### src/rtl/mem_req_arbiter_if.sv
// Bundle of requester handshakes and the main-memory port shared by the arbiter.
// The arbiter side uses the master modport; the requester/memory side uses slave.
interface mem_req_arbiter_if #(
  parameter int ADDR_W = 32
);
  logic              req0_valid;
  logic              req0_write;
  logic [ADDR_W-1:0] req0_addr;
  logic              req0_ack;
  logic              req0_err;
  logic              req1_valid;
  logic              req1_write;
  logic [ADDR_W-1:0] req1_addr;
  logic              req1_ack;
  logic              req1_err;
  logic              mem_read_req;
  logic              mem_write_req;
  logic [ADDR_W-1:0] mem_addr;
  logic              Main_mem_ack;
  logic              grant_id;
  logic              busy;

  modport master (
    input  req0_valid, req0_write, req0_addr,
    input  req1_valid, req1_write, req1_addr,
    input  Main_mem_ack,
    output req0_ack, req0_err, req1_ack, req1_err,
    output mem_read_req, mem_write_req, mem_addr,
    output grant_id, busy
  );

  modport slave (
    output req0_valid, req0_write, req0_addr,
    output req1_valid, req1_write, req1_addr,
    output Main_mem_ack,
    input  req0_ack, req0_err, req1_ack, req1_err,
    input  mem_read_req, mem_write_req, mem_addr,
    input  grant_id, busy
  );
endinterface

### src/rtl/mem_req_arbiter.sv
// Round-robin arbiter sharing one main-memory port between two cache controllers,
// with a watchdog that ends transactions whose memory ack never arrives.
module mem_req_arbiter #(
  parameter int ADDR_W         = 32,
  parameter int TIMEOUT_CYCLES = 255
) (
  input logic              clk,
  input logic              reset,
  mem_req_arbiter_if.master bus
);

  localparam int WD_W = ($clog2(TIMEOUT_CYCLES + 1) < 1) ? 1 : $clog2(TIMEOUT_CYCLES + 1);
  localparam bit WD_EN = (TIMEOUT_CYCLES != 0);
  localparam logic [WD_W-1:0] WD_LAST = WD_W'((TIMEOUT_CYCLES == 0) ? 0 : TIMEOUT_CYCLES - 1);

  typedef enum logic [1:0] {IDLE, BUSY, RESP} state_t;

  state_t            state_q;
  state_t            state_d;
  logic              grant_sel;
  logic              timeout_hit;
  logic              gnt_q;
  logic              ptr_q;
  logic              wr_q;
  logic              err_q;
  logic [ADDR_W-1:0] addr_q;
  logic [WD_W-1:0]   wd_q;

  always_ff @(posedge clk or negedge reset) begin
    if (!reset) state_q <= IDLE;
    else        state_q <= state_d;
  end

  // Grant choice only matters in IDLE; the pointer breaks ties when both ask.
  always_comb begin
    state_d     = state_q;
    grant_sel   = ptr_q;
    timeout_hit = 1'b0;
    case (state_q)
      IDLE: begin
        if (bus.req0_valid && bus.req1_valid) grant_sel = ptr_q;
        else if (bus.req1_valid)              grant_sel = 1'b1;
        else                                  grant_sel = 1'b0;
        if (bus.req0_valid || bus.req1_valid) state_d = BUSY;
      end
      BUSY: begin
        if (bus.Main_mem_ack) begin
          state_d = RESP;
        end else if (WD_EN && (wd_q == WD_LAST)) begin
          timeout_hit = 1'b1;
          state_d     = RESP;
        end
      end
      RESP:    state_d = IDLE;
      default: state_d = IDLE;
    endcase
  end

  // Transaction copies are taken at grant so later requester changes cannot leak to memory.
  always_ff @(posedge clk or negedge reset) begin
    if (!reset) begin
      gnt_q  <= 1'b0;
      ptr_q  <= 1'b0;
      wr_q   <= 1'b0;
      err_q  <= 1'b0;
      addr_q <= '0;
      wd_q   <= '0;
    end else begin
      case (state_q)
        IDLE: begin
          if (state_d == BUSY) begin
            gnt_q  <= grant_sel;
            wr_q   <= grant_sel ? bus.req1_write : bus.req0_write;
            addr_q <= grant_sel ? bus.req1_addr : bus.req0_addr;
            wd_q   <= '0;
            err_q  <= 1'b0;
          end
        end
        BUSY: begin
          if (bus.Main_mem_ack)  err_q <= 1'b0;
          else if (timeout_hit)  err_q <= 1'b1;
          else if (WD_EN)        wd_q  <= wd_q + 1'b1;
        end
        RESP:    ptr_q <= ~gnt_q;
        default: ;
      endcase
    end
  end

  always_comb begin
    bus.mem_read_req  = (state_q == BUSY) && !wr_q;
    bus.mem_write_req = (state_q == BUSY) && wr_q;
    bus.mem_addr      = addr_q;
    bus.grant_id      = gnt_q;
    bus.busy          = (state_q != IDLE);
    bus.req0_ack      = (state_q == RESP) && !gnt_q;
    bus.req1_ack      = (state_q == RESP) && gnt_q;
    bus.req0_err      = (state_q == RESP) && !gnt_q && err_q;
    bus.req1_err      = (state_q == RESP) && gnt_q && err_q;
  end

endmodule

### src/flat_wrapper.sv
// flat-port wrapper written by rule: the top's interface ports become plain ports
module mem_req_arbiter_flat 
#(
  parameter int ADDR_W         = 32,
  parameter int TIMEOUT_CYCLES = 255
)
  (clk, reset, bus_req0_valid, bus_req0_write, bus_req0_addr, bus_req1_valid, bus_req1_write, bus_req1_addr, bus_Main_mem_ack, bus_req0_ack, bus_req0_err, bus_req1_ack, bus_req1_err, bus_mem_read_req, bus_mem_write_req, bus_mem_addr, bus_grant_id, bus_busy);
  mem_req_arbiter_if #(.ADDR_W(ADDR_W)) bus_i ();
  input logic clk;
  input logic reset;
  input wire logic [$bits(bus_i.req0_valid)-1:0] bus_req0_valid;
  input wire logic [$bits(bus_i.req0_write)-1:0] bus_req0_write;
  input wire logic [$bits(bus_i.req0_addr)-1:0] bus_req0_addr;
  input wire logic [$bits(bus_i.req1_valid)-1:0] bus_req1_valid;
  input wire logic [$bits(bus_i.req1_write)-1:0] bus_req1_write;
  input wire logic [$bits(bus_i.req1_addr)-1:0] bus_req1_addr;
  input wire logic [$bits(bus_i.Main_mem_ack)-1:0] bus_Main_mem_ack;
  output wire logic [$bits(bus_i.req0_ack)-1:0] bus_req0_ack;
  output wire logic [$bits(bus_i.req0_err)-1:0] bus_req0_err;
  output wire logic [$bits(bus_i.req1_ack)-1:0] bus_req1_ack;
  output wire logic [$bits(bus_i.req1_err)-1:0] bus_req1_err;
  output wire logic [$bits(bus_i.mem_read_req)-1:0] bus_mem_read_req;
  output wire logic [$bits(bus_i.mem_write_req)-1:0] bus_mem_write_req;
  output wire logic [$bits(bus_i.mem_addr)-1:0] bus_mem_addr;
  output wire logic [$bits(bus_i.grant_id)-1:0] bus_grant_id;
  output wire logic [$bits(bus_i.busy)-1:0] bus_busy;
  assign bus_i.req0_valid = bus_req0_valid;
  assign bus_i.req0_write = bus_req0_write;
  assign bus_i.req0_addr = bus_req0_addr;
  assign bus_i.req1_valid = bus_req1_valid;
  assign bus_i.req1_write = bus_req1_write;
  assign bus_i.req1_addr = bus_req1_addr;
  assign bus_i.Main_mem_ack = bus_Main_mem_ack;
  assign bus_req0_ack = bus_i.req0_ack;
  assign bus_req0_err = bus_i.req0_err;
  assign bus_req1_ack = bus_i.req1_ack;
  assign bus_req1_err = bus_i.req1_err;
  assign bus_mem_read_req = bus_i.mem_read_req;
  assign bus_mem_write_req = bus_i.mem_write_req;
  assign bus_mem_addr = bus_i.mem_addr;
  assign bus_grant_id = bus_i.grant_id;
  assign bus_busy = bus_i.busy;
  mem_req_arbiter #(.ADDR_W(ADDR_W), .TIMEOUT_CYCLES(TIMEOUT_CYCLES)) u_core (.clk(clk), .reset(reset), .bus(bus_i));
endmodule
### config.mk
export PLATFORM = sky130hd
export DESIGN_NAME = mem_req_arbiter_flat
export DESIGN_NICKNAME = d
export VERILOG_FILES = /design/src/rtl/mem_req_arbiter_if.sv /design/src/rtl/mem_req_arbiter.sv /design/src/flat_wrapper.sv
export SDC_FILE = /design/constraint.sdc
export NUM_CORES = 1
export LEC_CHECK = 0
export BUFFER_PORTS_ARGS = -buffer_cell sky130_fd_sc_hd__buf_2
export CORE_MARGIN = 2
export CORE_UTILIZATION = 48
export DETAILED_ROUTE_END_ITERATION = 8
export GPL_ROUTABILITY_DRIVEN = 0
export PLACE_DENSITY_LB_ADDON = 0.05
export SYNTH_ARGS = -nofsm -noshare
export SYNTH_HDL_FRONTEND = slang
export SYNTH_SLANG_ARGS = --single-unit
export TNS_END_PERCENT = 10
### constraint.sdc
create_clock -name clk -period 1.94 [get_ports clk]
set_clock_uncertainty 0.15 [all_clocks]
set_input_delay 0.291 -clock clk [delete_from_list [all_inputs] [get_ports clk]]
set_output_delay 0.291 -clock clk [all_outputs]
set_load 0.005 [all_outputs]
==> impl_metrics.toml, run 1 <==
[status]
status = "finished, final reports clean"

[route]
drtAntennaViolNets = 0
wl_met1_um = 3610
avgViaCountPerCell = 6.28
routed-wl-met2_um = 3740
top_layer_used = "met4"
drc = 0
drt_iter0_drc = 186
drtPass1Iterations = 4
wire_per_inst_um = 17.7
wl_met3_um = 522
dr_total_vias = 2809
wl_um = 7930

[grt]
grt_antenna_before_repair = 0
gr-total-overflow = 0
grt_pass1_wl_um = 12600
grt_pass1_vias = 2594
grt_usage_pct = 25.7
grt_max_degree = 69

[die]
core-area_um2 = 5200
die_area_um2 = 6090
die_x_um = 78.1
start_util_pct = 50.6
num_io_pins = 111
die_y_um = 78.1
rows = 26

[yosys]
synth_async_sr_flop_share_pct = 100
ys_warn_count = 0
syn_nets = 352
ys_ff_latch = 46
yosysTopAreaCell = "dfrtp_1"
synthDistinctLibCells = 37
synth_edf_count = 0
syn-cell-area_um2 = 2630
synth_area_leaders = "dfrtp_1 (44%), o2111ai_1 (22%), o21ai_0 (7.4%)"
postSynthAreaPerCell_um2 = 9.44
synth_top_cell_area_share_pct = 43.7
yosysMostFrequentCell = "o2111ai_1"
ys.flop_type = "dfrtp_1"
syn_inst = 279
seq_area_frac_synth_pct = 43.7
synth_common_cells = "o2111ai_1 (67), dfrtp_1 (46), o21ai_0 (39)"

[clock_network]
insertion_delay_ps = 300
cts_buffers = 5
clkTransAtPathRegs_ps = 90
root_buffer = "clkbuf_8"
post_cts_buffers = 0
cts.sinks = 46
h-tree-depth = 2
cts_tree = "built"
clockBufferDepth = 2

[worst_setup_path]
timing.rr.end = "u_core.wd_q[5]$_DFFE_PN0P_"
reg2reg_depth = 5
startpoint_type = "flop"
crit_path_max_fanout = 44
worstSetupPathType = "reg2out"
ff2ff_setup_slack_ps = 200
worstPathArrival_ps = 1410
rr_startpoint = "u_core.wd_q[0]$_DFFE_PN0P_"
end_kind = "output port"
worst_ep_required_time_ps = 1500
crit_start = "u_core.state_q[0]$_DFF_PN0_"

[hold_path]
min_from = "bus_Main_mem_ack"
hold_depth = 2
hold_path.class = "in2reg"
holdPathEnd = "u_core.state_q[1]$_DFF_PN0_"

[sta]
maxSlewViolCount = 0
finalCritPeriodShare_pct = 95.3
rsz0062_at_grt = "false"
min_period_ps = 1850
setup_violations = 0
worst_slack_ps = 90.4
tns_ps = 0
worst_pin_slew_ps = 580
max_slew_margin_pct = 61.3
hold_viol = 0
clock.fmax_ghz = 0.541

[place]
hpwl_um = 5280
placedCellCount = 439
dp_slack_ps = 217
portBuffers = 110

[cells_and_area]
final_nets = 450
synthToLayoutAreaGrowth_pct = 28.2
drive_above_1_share_pct = 37.1
antenna_cells = 0
layoutNonFillerInstCount = 447

[flow_run]
max_cap_violations = 0

[power]
p_per_area_nw_per_um2 = 1240
leakage_nw = 1.54
ir_drop_mv = 0.659
[power by group]
group | switching (W) | internal [W] | total, W
sequential | 0.000253 | 0.00135 | 0.00160
combinational | 0.00120 | 0.000810 | 0.00201
clock | 0.000319 | 0.000248 | 0.000566
total | 0.00177 | 0.00241 | 0.00418
[placed cells by master, fill, tap and decap left out, types with 3 or more instances in the layout]
cell / netlist / layout
dfrtp_1: 46 / 45
mux2i_1: 5 / 5
and2_1: 5 / 5
clkbuf_8: 0 / 5
nand3_1: 34 / 34
buf_2: 7 / 110
o2111ai_1: 67 / 67
nor2b_1: 4 / 3
buf_4: 0 / 14
nor2_1: 5 / 4
o21ai_0: 39 / 39
nand2_1: 5 / 5
[state kept, by name, indices dropped and copies added, names as in the netlist]
register	flops
u_core.bus.grant_id	1
u_core.bus.mem_addr	32
u_core.err_q	1
u_core.ptr_q	1
u_core.state_q	2
u_core.wd_q	8
u_core.wr_q	1
[worst max-delay path, cell delays in order (launching register included)]
cell     delay, ps
dfrtp_1        500
nor2_4          90
inv_4          310
buf_2          190
[metal layers]
metal  up-vias  global-route usage, %
li1       1323                      -
met1      1352                   37.3
met2       127                   40.2
met3         7                   4.25
met4         0                   7.02
met5         -                      0
[per-stage QoR]
step | area, um2 | hold slack (ps) | utilization (%) | total power, W
after global routing | 3380 | 116 | 64.9 | 0.00448
after detailed placement | 3280 | 170 | 63.0 | 0.00360
final | 3380 | 102 | 64.9 | 0.00418
after CTS | 3370 | 97.6 | 64.8 | 0.00419
after global placement | 3280 | 164 | 63.0 | 0.00357
after floorplan | 2630 | -155 | - | 0.00277
[repair_timing]
item                       CTS  global route
hold buffers                 1             0
resized for setup            1             2
hold endpoints to repair    22             0
setup endpoints to repair    1             1
[worst max path at each step]
stage	slack, ps	endpoint	cells past startpoint
after floorplan	330	u_core.wd_q[5]$_DFFE_PN0P_	5
after global routing	40	bus_busy	3
after CTS	60	bus_req0_err	4
final	90	bus_busy	3
after detailed placement	220	u_core.wd_q[5]$_DFFE_PN0P_	5
after global placement	280	u_core.wd_q[5]$_DFFE_PN0P_	5
[layout make-up]
class,instances,area [um2]
clock buffers,6,72.6
clock inverters,1,7.51
fillers,451,1830
inverters,5,21.3
multi-input cells,192,1330
flip-flops and latches,46,1150
well taps,70,87.6
repair buffers,127,706
[kinds of logic after synthesis]
group | Yosys count | share of synthesized area, %
AO/OA/AOI/OAI | 119 | 33.6
adder cells (fa/ha/maj) | 2 | 0.950
buffers and inverters | 41 | 6.18
flip-flops | 46 | 43.7
multiplexers | 5 | 1.90
AND/OR/NAND/NOR | 66 | 13.6
(Power assumes the default switching activity.)
==> run 2: changes to the inputs <==
Settings changed: CTS_BUF_LIST set to sky130_fd_sc_hd__clkbuf_8 sky130_fd_sc_hd__clkbuf_16, SLEW_MARGIN set to 20.
==> run 2 against run 1 <==
Against the previous run:
- largest cell class unchanged
- clock power shrank 0.7%
- global-route usage unchanged
- fmax down 0.11%
- sequential share of layout area did not move
- worst hold slack got worse by 0.60 ps
- utilization unchanged
- critical path depth unchanged
- critical endpoint unchanged
- first-iteration DRC count fell by 1.1%
- sequential power about the same
- critical path type unchanged
- register-to-register slack about the same
==> impl_metrics.toml, run 2 (same netlist as run 1, synthesis figures left out) <==
[clock_network]
cts.sinks = 46
post_cts_buffers = 0
cts_tree = "built"
insertion_delay_ps = 300
clkTransAtPathRegs_ps = 90
cts_buffers = 5
h-tree-depth = 2
clockBufferDepth = 2
root_buffer = "clkbuf_8"

[worst_setup_path]
worstSetupPathType = "reg2out"
worstPathArrival_ps = 1410
cp_slowest_cell = "dfrtp_1"
worst_ep_required_time_ps = 1500
end_kind = "output port"
path_cells = "nor2_4, inv_4, buf_2"
crit_path_max_fanout = 44
timing.rr.end = "u_core.wd_q[5]$_DFFE_PN0P_"
critical-path-max-stage-delay_ps = 500
rr_startpoint = "u_core.wd_q[0]$_DFFE_PN0P_"
reg2reg_depth = 5
startpoint_type = "flop"
crit_start = "u_core.state_q[0]$_DFF_PN0_"
ff2ff_setup_slack_ps = 210

[sta]
min_period_ps = 1850
tns_ps = 0
hold_viol = 0
max_slew_margin_pct = 61.3
clock.fmax_ghz = 0.540
finalCritPeriodShare_pct = 95.4
rsz0062_at_grt = "false"
setup_violations = 0
maxSlewViolCount = 0
worst_pin_slew_ps = 580

[route]
drt_iter0_drc = 184
wl_um = 7940
avgViaCountPerCell = 6.28
drc = 0
wire_per_inst_um = 17.8
dr_total_vias = 2805
drtPass1Iterations = 4
drtAntennaViolNets = 0

[power]
leakage_nw = 1.54
p_per_area_nw_per_um2 = 1240
power_w = 0.00417
ir_drop_mv = 0.659

[status]
status = "finished, final reports clean"

[hold_path]
hold_depth = 2
min_from = "bus_Main_mem_ack"
holdPathEnd = "u_core.state_q[1]$_DFF_PN0_"
hold_path.class = "in2reg"

[grt]
grt_pass1_vias = 2594
grt_pass1_wl_um = 12600
grt_max_degree = 69
grt_usage_pct = 25.7
grt_antenna_before_repair = 0
gr-total-overflow = 0

[place]
portBuffers = 110
placedCellCount = 439
placed_area_um2 = 3280
hpwl_um = 5280

[cells_and_area]
layout_commonest_cell = "buf_2"
stdcell_area_um2 = 3380
drive_above_1_share_pct = 37.1
final_nets = 450
layoutNonFillerInstCount = 447
fin_util_pct = 64.9
antenna_cells = 0
synthToLayoutAreaGrowth_pct = 28.2
final_cell_mix = "buf_2 (110), o2111ai_1 (67), dfrtp_1 (45)"
largest_reg_flops = 32

[die]
die_area_um2 = 6090
num_io_pins = 111
rows = 26
die_x_um = 78.1
start_util_pct = 50.6
die_y_um = 78.1
core-area_um2 = 5200

[flow_run]
max_cap_violations = 0
run 2: through the flow:
stage | setup slack (ps) | hold WS, ps
global route | 34.6 | 116
finish | 88.3 | 101
CTS | 59.5 | 97.1
detailed placement | 217 | 170
floorplan | 333 | -155
global placement | 283 | 164
run 2: worst max path at each step:
stage | end | slack, ps
floorplan | u_core.wd_q[5]$_DFFE_PN0P_ | 330
global placement | u_core.wd_q[5]$_DFFE_PN0P_ | 280
detailed placement | u_core.wd_q[5]$_DFFE_PN0P_ | 220
CTS | bus_req0_err | 60
global route | bus_busy | 30
finish | bus_busy | 90
run 2: worst max-delay path, delay by kind of cell (launching register included):
| kind | cells | cell delay, ps |
|---|---|---|
| buffers and inverters | 2 | 500 |
| DFF | 1 | 500 |
| and+or+nand+nor | 1 | 90 |
run 2: repair_timing:
item	CTS	global route
endpoints found under the setup margin	1	1
hold buffers	1	0
endpoints found under the hold margin	22	0
gates resized for setup	1	2
run 2: routing by layer:
layer  routed length, um  track usage [%]  vias to the layer above  part of all wire, %
met5                   0                0                        -                    0
met3                 514             4.25                        7                  6.5
li1                    -                -                     1323                    -
met1                3600             37.3                     1352                   45
met4                  68             7.02                        0                 0.86
met2                3750             40.2                      123                   47
run 2: cell type report:
cell class | count | area (um2)
clock buffer | 5 | 68.8
multi-input combinational | 192 | 1330
sequential | 46 | 1150
tap | 70 | 87.6
fill | 451 | 1830
inverter | 5 | 21.3
clock inverter | 2 | 11.3
timing repair buffer | 127 | 706
run 2: where the power goes:
part	internal [W]	total (W)	switching, W	leakage [nW]
combinational	0.000810	0.00201	0.00120	0.922
clock	0.000242	0.000562	0.000319	0.0414
sequential	0.00135	0.00160	0.000253	0.578
==> run 3: changes to the inputs <==
Settings changed: BUFFER_PORTS_ARGS -buffer_cell sky130_fd_sc_hd__buf_2 to unset, CORE_MARGIN 2 to 1.5, CORE_UTILIZATION 48 to 55, DONT_BUFFER_PORTS set to 1.
==> run 3 against run 2 <==
Against the previous run:
- cell count shrank 30%
- setup slack improved by 2.4 ps
- sequential power grew 4%
- worst hold slack got worse by 89 ps
- fmax increased by 0.13%
- via count shrank 15%
- sequential share of layout area is 7.6 points higher
- die area down 14%
- combinational power down 23%
==> impl_metrics.toml, run 3 (same netlist as run 1, synthesis figures left out) <==
[cells_and_area]
drive_above_1_share_pct = 8.78
largest_reg_flops = 32
synthToLayoutAreaGrowth_pct = 4.99
fillers = 376
final_cell_mix = "o2111ai_1 (67), dfrtp_1 (45), o21ai_0 (39)"
final_nets = 335
layout_commonest_cell = "o2111ai_1"
antenna_cells = 0

[route]
drtPass1Iterations = 4
avgViaCountPerCell = 7.59
wire_per_inst_um = 22.3
wl_um = 7010
drc = 0
drt_iter0_drc = 189
drtAntennaViolNets = 0
dr_total_vias = 2383

[die]
die_area_um2 = 5210
start_util_pct = 58.8
num_io_pins = 111
core-area_um2 = 4470
die_x_um = 72.2
die_y_um = 72.2
rows = 24

[worst_setup_path]
rr_startpoint = "u_core.wd_q[0]$_DFFE_PN0P_"
crit_path_max_fanout = 7
worstSetupPathType = "reg2out"
cp_slowest_cell = "dfrtp_1"
timing.rr.end = "u_core.wd_q[5]$_DFFE_PN0P_"
end_kind = "output port"
cpLargestDelayFamily = "simple AND/OR/NAND/NOR gates"
cp_num_buf_inv = 0
path_cells = "nor2b_1, nor2b_1, and2_1"
crit_top_cell = "nor2b_1"
reg2reg_depth = 5
worst_ep_required_time_ps = 1500
ff2ff_setup_slack_ps = 240
worstPathArrival_ps = 1410
critical-path-max-stage-delay_ps = 470
startpoint_type = "flop"

[grt]
grt_max_degree = 47
grt_usage_pct = 27.1
use_met3_pct = 5.56
grt_antenna_before_repair = 0
grt-busiest-layer = "met2"
met2_usage_pct = 43.8
gr-usage-met1_pct = 38.2
gr-total-overflow = 0
grt_pass1_vias = 2197
grt_pass1_wl_um = 11100

[power]
ir_drop_mv = 0.896
leakage_nw = 1.07
p_per_area_nw_per_um2 = 1360

[clock_network]
insertion_delay_ps = 290
clockBufferDepth = 2
root_buffer = "clkbuf_8"
h-tree-depth = 2
clkTransAtPathRegs_ps = 90
cts_buffers = 5
post_cts_buffers = 0
cts.sinks = 46
cts_tree = "built"

[sta]
clock.fmax_ghz = 0.541
maxSlewViolCount = 0
rsz0062_at_grt = "false"
hold_viol = 0
fin_hold_ws_ps = 11.9
setup_violations = 0
worst_pin_slew_ps = 1040
min_period_ps = 1850
tns_ps = 0
max_slew_margin_pct = 30.6
finalCritPeriodShare_pct = 95.3

[place]
portBuffers = 0
hpwl_um = 4360

[hold_path]
hold_path.class = "in2reg"
holdPathEnd = "u_core.bus.mem_addr[22]$_DFFE_PN0P_"
hold_depth = 2
min_from = "bus_req0_valid"

[flow_run]
max_cap_violations = 0

[status]
status = "finished, final reports clean"
-- run 3: where the power goes --
group | switching (W) | internal, W | total, W
Clock | 0.000310 | 0.000239 | 0.000549
Sequential | 0.000320 | 0.00135 | 0.00167
Combinational | 0.00100 | 0.000548 | 0.00155
-- run 3: how the worst max path moves through the flow --
stage	slack (ps)	end	startpoint	cells after the start
after detailed placement	240	u_core.wd_q[5]$_DFFE_PN0P_	u_core.wd_q[0]$_DFFE_PN0P_	5
after CTS	20	bus_req0_err	u_core.state_q[1]$_DFF_PN0_	3
after global placement	290	u_core.wd_q[5]$_DFFE_PN0P_	u_core.wd_q[0]$_DFFE_PN0P_	5
final	90	bus_req0_err	u_core.state_q[0]$_DFF_PN0_	3
after floorplan	330	u_core.wd_q[5]$_DFFE_PN0P_	u_core.wd_q[0]$_DFFE_PN0P_	5
after global routing	30	bus_req0_err	u_core.state_q[0]$_DFF_PN0_	3
-- run 3: per-layer routing --
layer	part of all wire [%]	wire length [um]
met2	48	3340
met3	7.0	492
met5	0	0
met4	1.1	76
met1	44	3100
-- run 3: final cells by class --
| class | count | area, um2 | share of cell area (%) |
|---|---|---|---|
| Inverter | 5 | 18.8 | 0.679 |
| Clock inverter | 2 | 7.51 | 0.272 |
| Multi-Input combinational cell | 192 | 1330 | 48.0 |
| Sequential cell | 46 | 1150 | 41.7 |
| Clock buffer | 5 | 68.8 | 2.49 |
| Timing Repair Buffer | 12 | 125 | 4.53 |
| Tap cell | 52 | 65.1 | 2.35 |
-- run 3: through the flow --
stage | utilization, % | cell area [um2] | instances | power [W] | setup slack [ps]
CTS | 61.7 | 2760 | 314 | 0.00378 | 19.2
detailed placement | 59.2 | 2650 | 305 | 0.00320 | 238
finish | 61.8 | 2760 | 314 | 0.00377 | 90.8
global placement | 59.2 | 2650 | 305 | 0.00318 | 292
floorplan | - | 2630 | 279 | 0.00277 | 333
global route | 61.8 | 2760 | 314 | 0.00405 | 26.6
-- run 3: timing repair --
item	in CTS	in global routing
hold endpoints to repair	46	0
hold buffers	2	0
endpoints found under the setup margin	0	1
resized for setup	0	1
